--- config.mk ---
export PLATFORM = sky130hd
export DESIGN_NAME = array_27_rw_ctrl_flat
export DESIGN_NICKNAME = d
export VERILOG_FILES = /design/src/rtl/array_27_pkg.sv /design/src/rtl/array_27_rw_ctrl_if.sv /design/src/rtl/array_27_resp_fifo.sv /design/src/rtl/array_27_rw_ctrl.sv /design/src/flat_wrapper.sv
export SDC_FILE = /design/constraint.sdc
export NUM_CORES = 1
export LEC_CHECK = 0
export ABC_AREA = 1
export CORE_AREA = 2 2 346 348
export DETAILED_ROUTE_END_ITERATION = 16
export DIE_AREA = 0 0 348 350
export HOLD_SLACK_MARGIN = 0.12
export SETUP_SLACK_MARGIN = 0.5
export SYNTH_ARGS = -nofsm -noshare
export SYNTH_HDL_FRONTEND = slang
export SYNTH_SLANG_ARGS = --single-unit
--- constraint.sdc ---
create_clock -name clock -period 25.1 [get_ports clock]
set_input_delay 5.02 -clock clock [delete_from_list [all_inputs] [get_ports clock]]
set_output_delay 5.02 -clock clock [all_outputs]
set_load 0.02 [all_outputs]
--- src/rtl/array_27_pkg.sv ---
// Shared constants and types for the array_27 request-side controller.
package array_27_pkg;
  localparam int DEPTH    = 512;
  localparam int ADDR_W   = 9;
  localparam int DATA_W   = 210;
  localparam int MASK_SEG = 10;
  localparam int SEG_W    = DATA_W / MASK_SEG;

  typedef enum logic {
    INIT = 1'b0,
    RUN  = 1'b1
  } state_e;

  // One RW0 port command, as presented to the macro in a given cycle.
  typedef struct packed {
    logic                en;
    logic                wmode;
    logic [ADDR_W-1:0]   addr;
    logic [MASK_SEG-1:0] wmask;
    logic [DATA_W-1:0]   wdata;
  } sram_cmd_t;
endpackage

--- src/rtl/array_27_rw_ctrl_if.sv ---
// Request, response and RW0 macro signals of the array_27 controller.
interface array_27_rw_ctrl_if;
  import array_27_pkg::*;

  logic                req_valid;
  logic                req_ready;
  logic                req_write;
  logic [ADDR_W-1:0]   req_addr;
  logic [MASK_SEG-1:0] req_wmask;
  logic [DATA_W-1:0]   req_wdata;

  logic                resp_valid;
  logic                resp_ready;
  logic [DATA_W-1:0]   resp_data;

  logic                init_done;

  logic                sram_en;
  logic                sram_wmode;
  logic [ADDR_W-1:0]   sram_addr;
  logic [MASK_SEG-1:0] sram_wmask;
  logic [DATA_W-1:0]   sram_wdata;
  logic [DATA_W-1:0]   sram_rdata;

  // master: the pipeline plus the macro around the controller
  modport master (
    output req_valid, req_write, req_addr, req_wmask, req_wdata,
    output resp_ready, sram_rdata,
    input  req_ready, resp_valid, resp_data, init_done,
    input  sram_en, sram_wmode, sram_addr, sram_wmask, sram_wdata
  );

  // slave: the controller itself
  modport slave (
    input  req_valid, req_write, req_addr, req_wmask, req_wdata,
    input  resp_ready, sram_rdata,
    output req_ready, resp_valid, resp_data, init_done,
    output sram_en, sram_wmode, sram_addr, sram_wmask, sram_wdata
  );
endinterface

--- src/rtl/array_27_resp_fifo.sv ---
// In-order response buffer; registered output, so a push is visible next cycle.
module array_27_resp_fifo #(
  parameter int  ENTRIES = 3,
  parameter int  WIDTH   = 8,
  localparam int CNT_W   = $clog2(ENTRIES + 1),
  localparam int PTR_W   = (ENTRIES > 1) ? $clog2(ENTRIES) : 1
) (
  input  logic             clk_i,
  input  logic             rst_i,
  input  logic             push_i,
  input  logic [WIDTH-1:0] data_i,
  input  logic             pop_i,
  output logic             valid_o,
  output logic [WIDTH-1:0] data_o,
  output logic [CNT_W-1:0] count_o
);
  logic [WIDTH-1:0] mem_q [ENTRIES];
  logic [PTR_W-1:0] wr_q, wr_d, rd_q, rd_d;
  logic [CNT_W-1:0] cnt_q, cnt_d;
  logic             do_pop;

  function automatic logic [PTR_W-1:0] wrap_inc(input logic [PTR_W-1:0] p);
    return (p == PTR_W'(ENTRIES - 1)) ? '0 : p + PTR_W'(1);
  endfunction

  assign do_pop  = pop_i && (cnt_q != '0);
  assign valid_o = (cnt_q != '0);
  assign data_o  = mem_q[rd_q];
  assign count_o = cnt_q;

  always_comb begin
    wr_d  = wr_q;
    rd_d  = rd_q;
    cnt_d = cnt_q;
    if (push_i) wr_d = wrap_inc(wr_q);
    if (do_pop) rd_d = wrap_inc(rd_q);
    case ({push_i, do_pop})
      2'b10:   cnt_d = cnt_q + CNT_W'(1);
      2'b01:   cnt_d = cnt_q - CNT_W'(1);
      default: cnt_d = cnt_q;
    endcase
  end

  always_ff @(posedge clk_i) begin
    if (rst_i) begin
      wr_q  <= '0;
      rd_q  <= '0;
      cnt_q <= '0;
    end else begin
      wr_q  <= wr_d;
      rd_q  <= rd_d;
      cnt_q <= cnt_d;
    end
  end

  // Storage is data-path only; occupancy is what reset clears.
  always_ff @(posedge clk_i) begin
    if (push_i) mem_q[wr_q] <= data_i;
  end
endmodule

--- src/rtl/array_27_rw_ctrl.sv ---
// RW0 request controller for the 512x210 masked SRAM: clear sweep, request muxing,
// and credit-limited in-order read return.
module array_27_rw_ctrl
  import array_27_pkg::*;
#(
  parameter bit CLEAR_ON_RESET = 1'b1,
  parameter int RESP_DEPTH     = 3
) (
  input logic               clock,
  input logic               reset,
  array_27_rw_ctrl_if.slave bus
);
  localparam int CNT_W = $clog2(RESP_DEPTH + 1);

  state_e            state_q, state_d;
  logic [ADDR_W-1:0] cnt_q, cnt_d;
  logic              inflight_q;

  sram_cmd_t         cmd;
  logic              ready;
  logic              credit_ok;
  logic              rd_issue;
  logic              fifo_valid;
  logic              resp_pop;
  logic [CNT_W-1:0]  fifo_cnt;
  logic [DATA_W-1:0] fifo_data;

  // Every accepted read is either in flight or buffered; never exceed the buffer.
  assign credit_ok = (32'(fifo_cnt) + 32'(inflight_q)) < 32'(RESP_DEPTH);

  always_comb begin
    state_d = state_q;
    cnt_d   = cnt_q;
    if (state_q == INIT) begin
      if (!CLEAR_ON_RESET || (cnt_q == ADDR_W'(DEPTH - 1))) state_d = RUN;
      else                                                  cnt_d   = cnt_q + ADDR_W'(1);
    end
  end

  // Outputs are forced to their idle values while reset is held.
  always_comb begin
    cmd   = '0;
    ready = 1'b0;
    if (!reset) begin
      if (state_q == RUN) begin
        ready     = bus.req_write || credit_ok;
        cmd.en    = bus.req_valid && ready;
        cmd.wmode = bus.req_write;
        cmd.addr  = bus.req_addr;
        cmd.wmask = bus.req_wmask;
        cmd.wdata = bus.req_wdata;
      end else if (CLEAR_ON_RESET) begin
        cmd.en    = 1'b1;
        cmd.wmode = 1'b1;
        cmd.addr  = cnt_q;
        cmd.wmask = '1;
      end
    end
  end

  assign rd_issue = cmd.en && !cmd.wmode;

  always_ff @(posedge clock) begin
    if (reset) begin
      state_q    <= INIT;
      cnt_q      <= '0;
      inflight_q <= 1'b0;
    end else begin
      state_q    <= state_d;
      cnt_q      <= cnt_d;
      inflight_q <= rd_issue;
    end
  end

  // Macro output is valid the cycle after a read issues; capture it unconditionally.
  array_27_resp_fifo #(
    .ENTRIES (RESP_DEPTH),
    .WIDTH   (DATA_W)
  ) u_resp_fifo (
    .clk_i   (clock),
    .rst_i   (reset),
    .push_i  (inflight_q),
    .data_i  (bus.sram_rdata),
    .pop_i   (resp_pop),
    .valid_o (fifo_valid),
    .data_o  (fifo_data),
    .count_o (fifo_cnt)
  );

  assign resp_pop       = bus.resp_valid && bus.resp_ready;

  assign bus.req_ready  = ready;
  assign bus.resp_valid = fifo_valid && !reset;
  assign bus.resp_data  = fifo_data;
  assign bus.init_done  = (state_q == RUN) && !reset;

  assign bus.sram_en    = cmd.en;
  assign bus.sram_wmode = cmd.wmode;
  assign bus.sram_addr  = cmd.addr;
  assign bus.sram_wmask = cmd.wmask;
  assign bus.sram_wdata = cmd.wdata;
endmodule

--- src/flat_wrapper.sv ---
// flat-port wrapper written by rule: the top's interface ports become plain ports
module array_27_rw_ctrl_flat import array_27_pkg::*;
#(
  parameter bit CLEAR_ON_RESET = 1'b1,
  parameter int RESP_DEPTH     = 3
)
  (clock, reset, bus_req_valid, bus_req_write, bus_req_addr, bus_req_wmask, bus_req_wdata, bus_resp_ready, bus_sram_rdata, bus_req_ready, bus_resp_valid, bus_resp_data, bus_init_done, bus_sram_en, bus_sram_wmode, bus_sram_addr, bus_sram_wmask, bus_sram_wdata);
  array_27_rw_ctrl_if bus_i ();
  input logic clock;
  input logic reset;
  input wire logic [$bits(bus_i.req_valid)-1:0] bus_req_valid;
  input wire logic [$bits(bus_i.req_write)-1:0] bus_req_write;
  input wire logic [$bits(bus_i.req_addr)-1:0] bus_req_addr;
  input wire logic [$bits(bus_i.req_wmask)-1:0] bus_req_wmask;
  input wire logic [$bits(bus_i.req_wdata)-1:0] bus_req_wdata;
  input wire logic [$bits(bus_i.resp_ready)-1:0] bus_resp_ready;
  input wire logic [$bits(bus_i.sram_rdata)-1:0] bus_sram_rdata;
  output wire logic [$bits(bus_i.req_ready)-1:0] bus_req_ready;
  output wire logic [$bits(bus_i.resp_valid)-1:0] bus_resp_valid;
  output wire logic [$bits(bus_i.resp_data)-1:0] bus_resp_data;
  output wire logic [$bits(bus_i.init_done)-1:0] bus_init_done;
  output wire logic [$bits(bus_i.sram_en)-1:0] bus_sram_en;
  output wire logic [$bits(bus_i.sram_wmode)-1:0] bus_sram_wmode;
  output wire logic [$bits(bus_i.sram_addr)-1:0] bus_sram_addr;
  output wire logic [$bits(bus_i.sram_wmask)-1:0] bus_sram_wmask;
  output wire logic [$bits(bus_i.sram_wdata)-1:0] bus_sram_wdata;
  assign bus_i.req_valid = bus_req_valid;
  assign bus_i.req_write = bus_req_write;
  assign bus_i.req_addr = bus_req_addr;
  assign bus_i.req_wmask = bus_req_wmask;
  assign bus_i.req_wdata = bus_req_wdata;
  assign bus_i.resp_ready = bus_resp_ready;
  assign bus_i.sram_rdata = bus_sram_rdata;
  assign bus_req_ready = bus_i.req_ready;
  assign bus_resp_valid = bus_i.resp_valid;
  assign bus_resp_data = bus_i.resp_data;
  assign bus_init_done = bus_i.init_done;
  assign bus_sram_en = bus_i.sram_en;
  assign bus_sram_wmode = bus_i.sram_wmode;
  assign bus_sram_addr = bus_i.sram_addr;
  assign bus_sram_wmask = bus_i.sram_wmask;
  assign bus_sram_wdata = bus_i.sram_wdata;
  array_27_rw_ctrl #(.CLEAR_ON_RESET(CLEAR_ON_RESET), .RESP_DEPTH(RESP_DEPTH)) u_core (.clock(clock), .reset(reset), .bus(bus_i));
endmodule
==> results of run 1 <==
[tightest hold or removal path: stages, from the launching register on]
cell and delay (ns):
dfxtp_1 0.30, nand2_1 0.06, a21oi_1 0.06
[stage by stage]
step	hold WS (ns)	power [mW]
floorplan	0.444	1.40
global route	0.526	2.75
detailed placement	0.464	1.63
CTS	0.473	2.69
global placement	0.456	1.63
finish	0.473	2.65
[metal layers]
metal	wire, um	global-route usage, %	vias up
met5	26	0	-
met4	5330	8.10	4
met3	8610	4.90	217
met2	61200	33.4	759
met1	50000	23.8	9917
li1	-	-	9363
[sequential cells by signal, summed over array words and instances, names as in the netlist, named ones only]
| register | count |
|---|---|
| u_core.cnt_q | 9 |
| u_core.inflight_q | 1 |
| u_core.state_q | 1 |
| u_core.u_resp_fifo.count_o | 2 |
| u_core.u_resp_fifo.mem_q | 630 |
| u_core.u_resp_fifo.rd_q | 2 |
| u_core.u_resp_fifo.wr_q | 2 |
[where the power goes]
group	switching (mW)	total [mW]	internal (mW)
registers	0.0103	1.23	1.22
logic	0.208	0.373	0.166
clock network	0.435	1.05	0.615
[path summary, 6_finish.rpt]
check                                               endpoint  slack (ns)  cells past startpoint
setup / recovery                          bus_sram_wdata[24]       11.99                      5
hold / removal       u_core.u_resp_fifo.wr_q[1]$_SDFFE_PP0P_        0.47                      2
setup reg to reg  u_core.u_resp_fifo.mem_q[1][165]$_DFFE_PP_       22.23                      4
hold reg to reg      u_core.u_resp_fifo.wr_q[1]$_SDFFE_PP0P_        0.47                      2
[logic make-up after synthesis]
logic type	Yosys count	synth area share, %
and+or+nand+nor	923	13.4
AOI/OAI and AO/OA	455	8.75
DFF	649	74.2
adders and majority gates	5	0.240
buffers and inverters	172	3.43
[layout make-up]
cell class	instances	area (um^2)
Fill cell	11736	79100
Sequential cell	649	19300
Timing Repair Buffer	907	9070
Multi-Input combinational cell	1383	5840
Tap cell	1536	1920
Clock buffer	92	1900
Clock inverter	38	479
Inverter	27	129
Antenna cell	22	55.1
[cells in the mapped netlist]
cell / n
a21oi_1: 435
a31oi_1: 1
buf_2: 110
buf_4: 5
buf_6: 12
clkbuf_1: 18
dfxtp_1: 19
edfxtp_1: 630
ha_1: 5
inv_1: 27
nand2_1: 443
nand3_1: 9
nand4_1: 1
nor2_1: 465
nor2_4: 1
nor3_1: 2
o21ai_0: 19
or2_2: 2
==> key figures, run 1 <==
Logic synthesis
  • Avg Synthesized Cell Area: 11.8 um^2
  • Sequential area share after synthesis: 74.2%
  • Gate Count Post-Synth: 2204
  • Mapped Nets: 2653
  • Syn Std Cell Area: 0.0260 mm^2
  • Post-synth top area share: 72.7%
  • Yosys top cell by area: edfxtp_1
  • Yosys cell types: 18
  • Yosys reg bits: 649
  • Warning count from the yosys run: 0
  • Leading post-synthesis cells by cell area: edfxtp_1 73%, a21oi_1 8.4%, nor2_1 6.7%

Global route
  • Initial antenna violation count: 49
  • Gr ovfl total: 0
  • GRT Util Overall: 19.7%
  • First-pass GRT wire length: 165000 um
  • Number of global-route vias before repair: 19540
  • Largest net degree at the start of global routing: 120

Die
  • Starting Density: 22.1%
  • Site row count: 126
  • Io pins: 888
  • Die Span Y: 350 um
  • Die X: 348 um
  • Die ar.: 0.122 mm^2
  • Core footprint: 0.118 mm^2

Timing
  • Clk_skew: 0.0255 ns
  • Slew Limit Fails: 0
  • Final count of hold timing violations: 0
  • Final Worst Setup Slack: 11.99 ns
  • Fmax: 76.3 MHz
  • Unrepaired setup endpoints after global routing: no
  • Final setup fails: 0
  • Slew @ Worst Pin: 1.01 ns
  • Period Utilization, post-route: 52.2%
  • Final Critical Period: 13.11 ns
  • Slew headroom: 33.0%
  • Setup tns final: 0 ns

Place
  • Placed cell count: 4502
  • Gp weighted congestion: 0.987
  • Place WS: 12.04 ns
  • I/O Buffers: 887
  • Dpl cell area: 0.0363 mm^2
  • HPWL Detailed: 93100 um

Setup path
  • Crit-path cells: buf_6 -> buf_4 -> buf_4 -> nor2_1 -> clkdlybuf4s50_1
  • Critical Path End Type: output pin
  • Launching point of the worst reg2reg path: u_core.u_resp_fifo.wr_q[0]$_SDFFE_PP0P_
  • CP max-delay cell: buf_4
  • Crit path launch: reset
  • CP Launch Type: input port
  • CP arrival: 8.09 ns
  • WP data required: 20.08 ns
  • Worst path buffer plus inverter count: 4
  • Slowest Stage Delay on Critical Path: 0.80 ns
  • Delay-heaviest family, CP: buffers and inverters
  • Most common cell type on the critical path: buf_4
  • Critical path class: input port to output pin
  • Worst-path maximum fanout: 81

Clocking
  • CTS tree: done
  • Worst-path clk slew: 0.06 ns
  • CTS Hold Bufs: 0
  • Later-pin clock latency in the skew report: 0.62 ns
  • PostCTS Resize Cnt: 0
  • CTS H-tree lvls: 3
  • Post-CTS Setup Repair Bufs: 0
  • Clock root buffer: clkbuf_16
  • CTS Buf Count: 71
  • Clock buffer depth: 3
  • Num Clock Sinks: 649

Cells and area
  • Non-Filler Instances: 4654
  • Most common cell after layout, fill and taps aside: clkdlybuf4s50_1
  • Post-route cell area: 0.0387 mm^2
  • Layout cell share with drive strength beyond 1: 4.36%
  • Fin util: 32.9%
  • Commonest non-fill, non-tap cells in the layout: 886 x clkdlybuf4s50_1, 630 x edfxtp_1, 465 x nor2_1
  • Layout area overhead: 48.7%
  • Nets: 3488

Route
  • Via count: 20260
  • Drc violations: 0
  • Routed Antenna Nets: 0
  • Drt initial violations: 1422
  • Vias per cell: 4.35
  • First-pass iteration count of the detailed router: 5
  • WL final: 125000 um
  • Routed WL per cell: 26.9 um

Worst hold path
  • Hold Path Origin: u_core.u_resp_fifo.wr_q[1]$_SDFFE_PP0P_
  • Worst Hold Class: flop to flop

Power
  • Power Density: 68.5 mW/mm^2
  • Peak VDD IR: 0.0589 mV
  • Leakage: 13.1 nW

Status
  • Status: finished clean

Flow run
  • Max cap viols: 0
Power figures use the tool's default switching activity.
==> run 2: changes to the inputs <==
==> constraint.sdc (replaced) <==
create_clock -name clock -period 12.95 [get_ports clock]
set_input_delay 2.59 -clock clock [delete_from_list [all_inputs] [get_ports clock]]
set_output_delay 2.59 -clock clock [all_outputs]
set_load 0.02 [all_outputs]
==> key figures, run 2 (same netlist as run 1, synthesis figures left out) <==
Cells and area
  • Most flops, register: u_core.u_resp_fifo.mem_q
  • Commonest non-fill, non-tap cells in the layout: 886 x clkdlybuf4s50_1, 630 x edfxtp_1, 465 x nor2_1
  • Nets: 3490 (+0.057%)
  • Most common cell after layout, fill and taps aside: clkdlybuf4s50_1
  • Fillers: 11845 (+0.93%)
  • Max FFs per register: 630 (unchanged)
  • Layout cell share with drive strength beyond 1: 4.23% (-0.13 points)
  • Largest regs: u_core.u_resp_fifo.mem_q x630, u_core.cnt_q x9
  • Post-route cell area: 0.0386 mm^2 (-0.35%)
  • Layout area overhead: 48.2%
  • Non-Filler Instances: 4640 (-0.30%)

Clocking
  • Later-pin clock latency in the skew report: 0.63 ns (about the same)
  • CTS H-tree lvls: 3 (unchanged)
  • Clock root buffer: clkbuf_16
  • PostCTS Resize Cnt: 0 (unchanged)
  • CTS Hold Bufs: 0 (unchanged)
  • CTS tree: done
  • Num Clock Sinks: 649 (unchanged)
  • Worst-path clk slew: 0.06 ns (about the same)
  • Post-CTS Setup Repair Bufs: 0 (unchanged)
  • CTS Buf Count: 71 (unchanged)
  • Clock buffer depth: 3 (unchanged)

Setup path
  • Delay-heaviest family, CP: buffers and inverters
  • Slowest Stage Delay on Critical Path: 0.80 ns (about the same)
  • Crit-path cells: buf_6 -> buf_4 -> buf_4 -> nor2_1 -> clkdlybuf4s50_1
  • CP Launch Type: input port
  • Critical Path End Type: output pin
  • Most common cell type on the critical path: buf_4
  • WP data required: 10.36 ns (-9.72 ns)
  • CP arrival: 5.47 ns (-2.62 ns)
  • Worst path buffer plus inverter count: 4 (unchanged)
  • CP max-delay cell: buf_4
  • Worst-path maximum fanout: 88 (+8.6%)
  • Critical path class: input port to output pin
  • Reg2Reg Setup Slack: 9.61 ns (-12.62 ns)

Global route
  • Number of global-route vias before repair: 19946 (+2.1%)
  • Initial antenna violation count: 30 (-39%)
  • First-pass GRT wire length: 160000 um (-3.2%)
  • GRT Util Overall: 18.7% (-0.96 points)
  • Largest net degree at the start of global routing: 179 (+49%)
  • Gr ovfl total: 0 (unchanged)

Timing
  • Final setup fails: 0 (unchanged)
  • Clk_skew: 0.0272 ns (+0.00165 ns)
  • Slew @ Worst Pin: 1.04 ns (+0.0384 ns)
  • Unrepaired setup endpoints after global routing: no
  • Setup tns final: 0 ns (unchanged)
  • Final count of hold timing violations: 0 (unchanged)
  • Slew headroom: 30.4% (-2.6 points)
  • Final Critical Period: 8.06 ns
  • Slew Limit Fails: 0 (unchanged)
  • Fmax: 124 MHz
  • Period Utilization, post-route: 62.2%

Place
  • HPWL Detailed: 88000 um (-5.5%)
  • Placed cell count: 4504 (+0.044%)
  • Gp weighted congestion: 0.970 (-1.7%)
  • I/O Buffers: 887 (unchanged)
  • Dpl cell area: 0.0363 mm^2 (about the same)

Flow run
  • Max cap viols: 0 (unchanged)

Status
  • Status: finished clean

Die
  • Core footprint: 0.118 mm^2 (unchanged)
  • Site row count: 126 (unchanged)
  • Io pins: 888 (unchanged)
  • Die Span Y: 350 um (unchanged)
  • Die ar.: 0.122 mm^2 (unchanged)
  • Die X: 348 um (unchanged)
  • Starting Density: 22.1% (unchanged)

Route
  • Routed WL per cell: 25.7 um (-4.4%)
  • Via count: 20316 (+0.28%)
  • Drt initial violations: 1367 (-3.9%)
  • First-pass iteration count of the detailed router: 5 (unchanged)
  • Vias per cell: 4.38 (+0.58%)
  • WL final: 119000 um (-4.7%)
  • Drc violations: 0 (unchanged)
  • Routed Antenna Nets: 0 (unchanged)

Power
  • Peak VDD IR: 0.105 mV (+79%)
  • Power, Total: 5.09 mW (+92%)
  • Leakage: 13.1 nW (-0.27%)
  • Power Density: 132 mW/mm^2 (+92%)

Worst hold path
  • Worst Hold Class: flop to flop
## run 2: cell types whose count changed in the layout (fill, tap and decap cells not counted), sizes merged
cell    before  now
clkinv      25   30
bufinv       7    5
inv         31   32
diode       22    9
clkbuf      92   85
buf         21   23
## run 2: worst paths after layout
path                                      startpoint                                         end  depth (start not counted)
min reg2reg  u_core.u_resp_fifo.wr_q[1]$_SDFFE_PP0P_     u_core.u_resp_fifo.wr_q[1]$_SDFFE_PP0P_                          2
max                                            reset                          bus_sram_wdata[75]                          5
min          u_core.u_resp_fifo.wr_q[1]$_SDFFE_PP0P_     u_core.u_resp_fifo.wr_q[1]$_SDFFE_PP0P_                          2
max reg2reg             u_core.inflight_q$_SDFF_PP0_  u_core.u_resp_fifo.mem_q[2][204]$_DFFE_PP_                          4
## run 2: power breakdown
part / switching [mW] / internal [mW] / leakage, nW
logic: 0.401 / 0.320 / 6.06
registers: 0.0173 / 2.36 / 5.90
clock network: 0.847 / 1.14 / 1.11
total: 1.27 / 3.82 / 13.1
## run 2: final cells by class
type / count / area, um^2 / share of cell area [%]
well taps: 1536 / 1920 / 4.98
clock inverters: 42 / 420 / 1.09
multi-input cells: 1383 / 5850 / 15.2
repair buffers: 909 / 9060 / 23.5
diodes: 9 / 22.5 / 0.0584
inverters: 27 / 126 / 0.328
clock buffers: 85 / 1860 / 4.82
flip-flops and latches: 649 / 19300 / 50.1
## run 2: worst reg2reg max path: stages (launching register included)
cell,delay [ns]
dfxtp_1,0.39
inv_1,0.13
nor3_4,0.57
buf_4,0.89
buf_4,0.89
## run 2: per-layer routing
layer  track usage, %  part of all wire, %  wire length [um]
met1             22.1                   39             46500
met2             31.5                   48             57800
met5                0                0.095               113
met3             6.27                  8.7             10400
met4             7.36                  3.7              4390
## run 2: stage by stage
step | utilization [%] | setup slack (ns) | hold slack [ns]
after detailed placement | 30.8 | 4.97 | 0.466
after global placement | 30.8 | 4.99 | 0.454
final | 32.7 | 4.89 | 0.484
after global routing | 32.7 | 4.75 | 0.507
after floorplan | - | 3.83 | 0.444
after CTS | 32.7 | 4.97 | 0.479
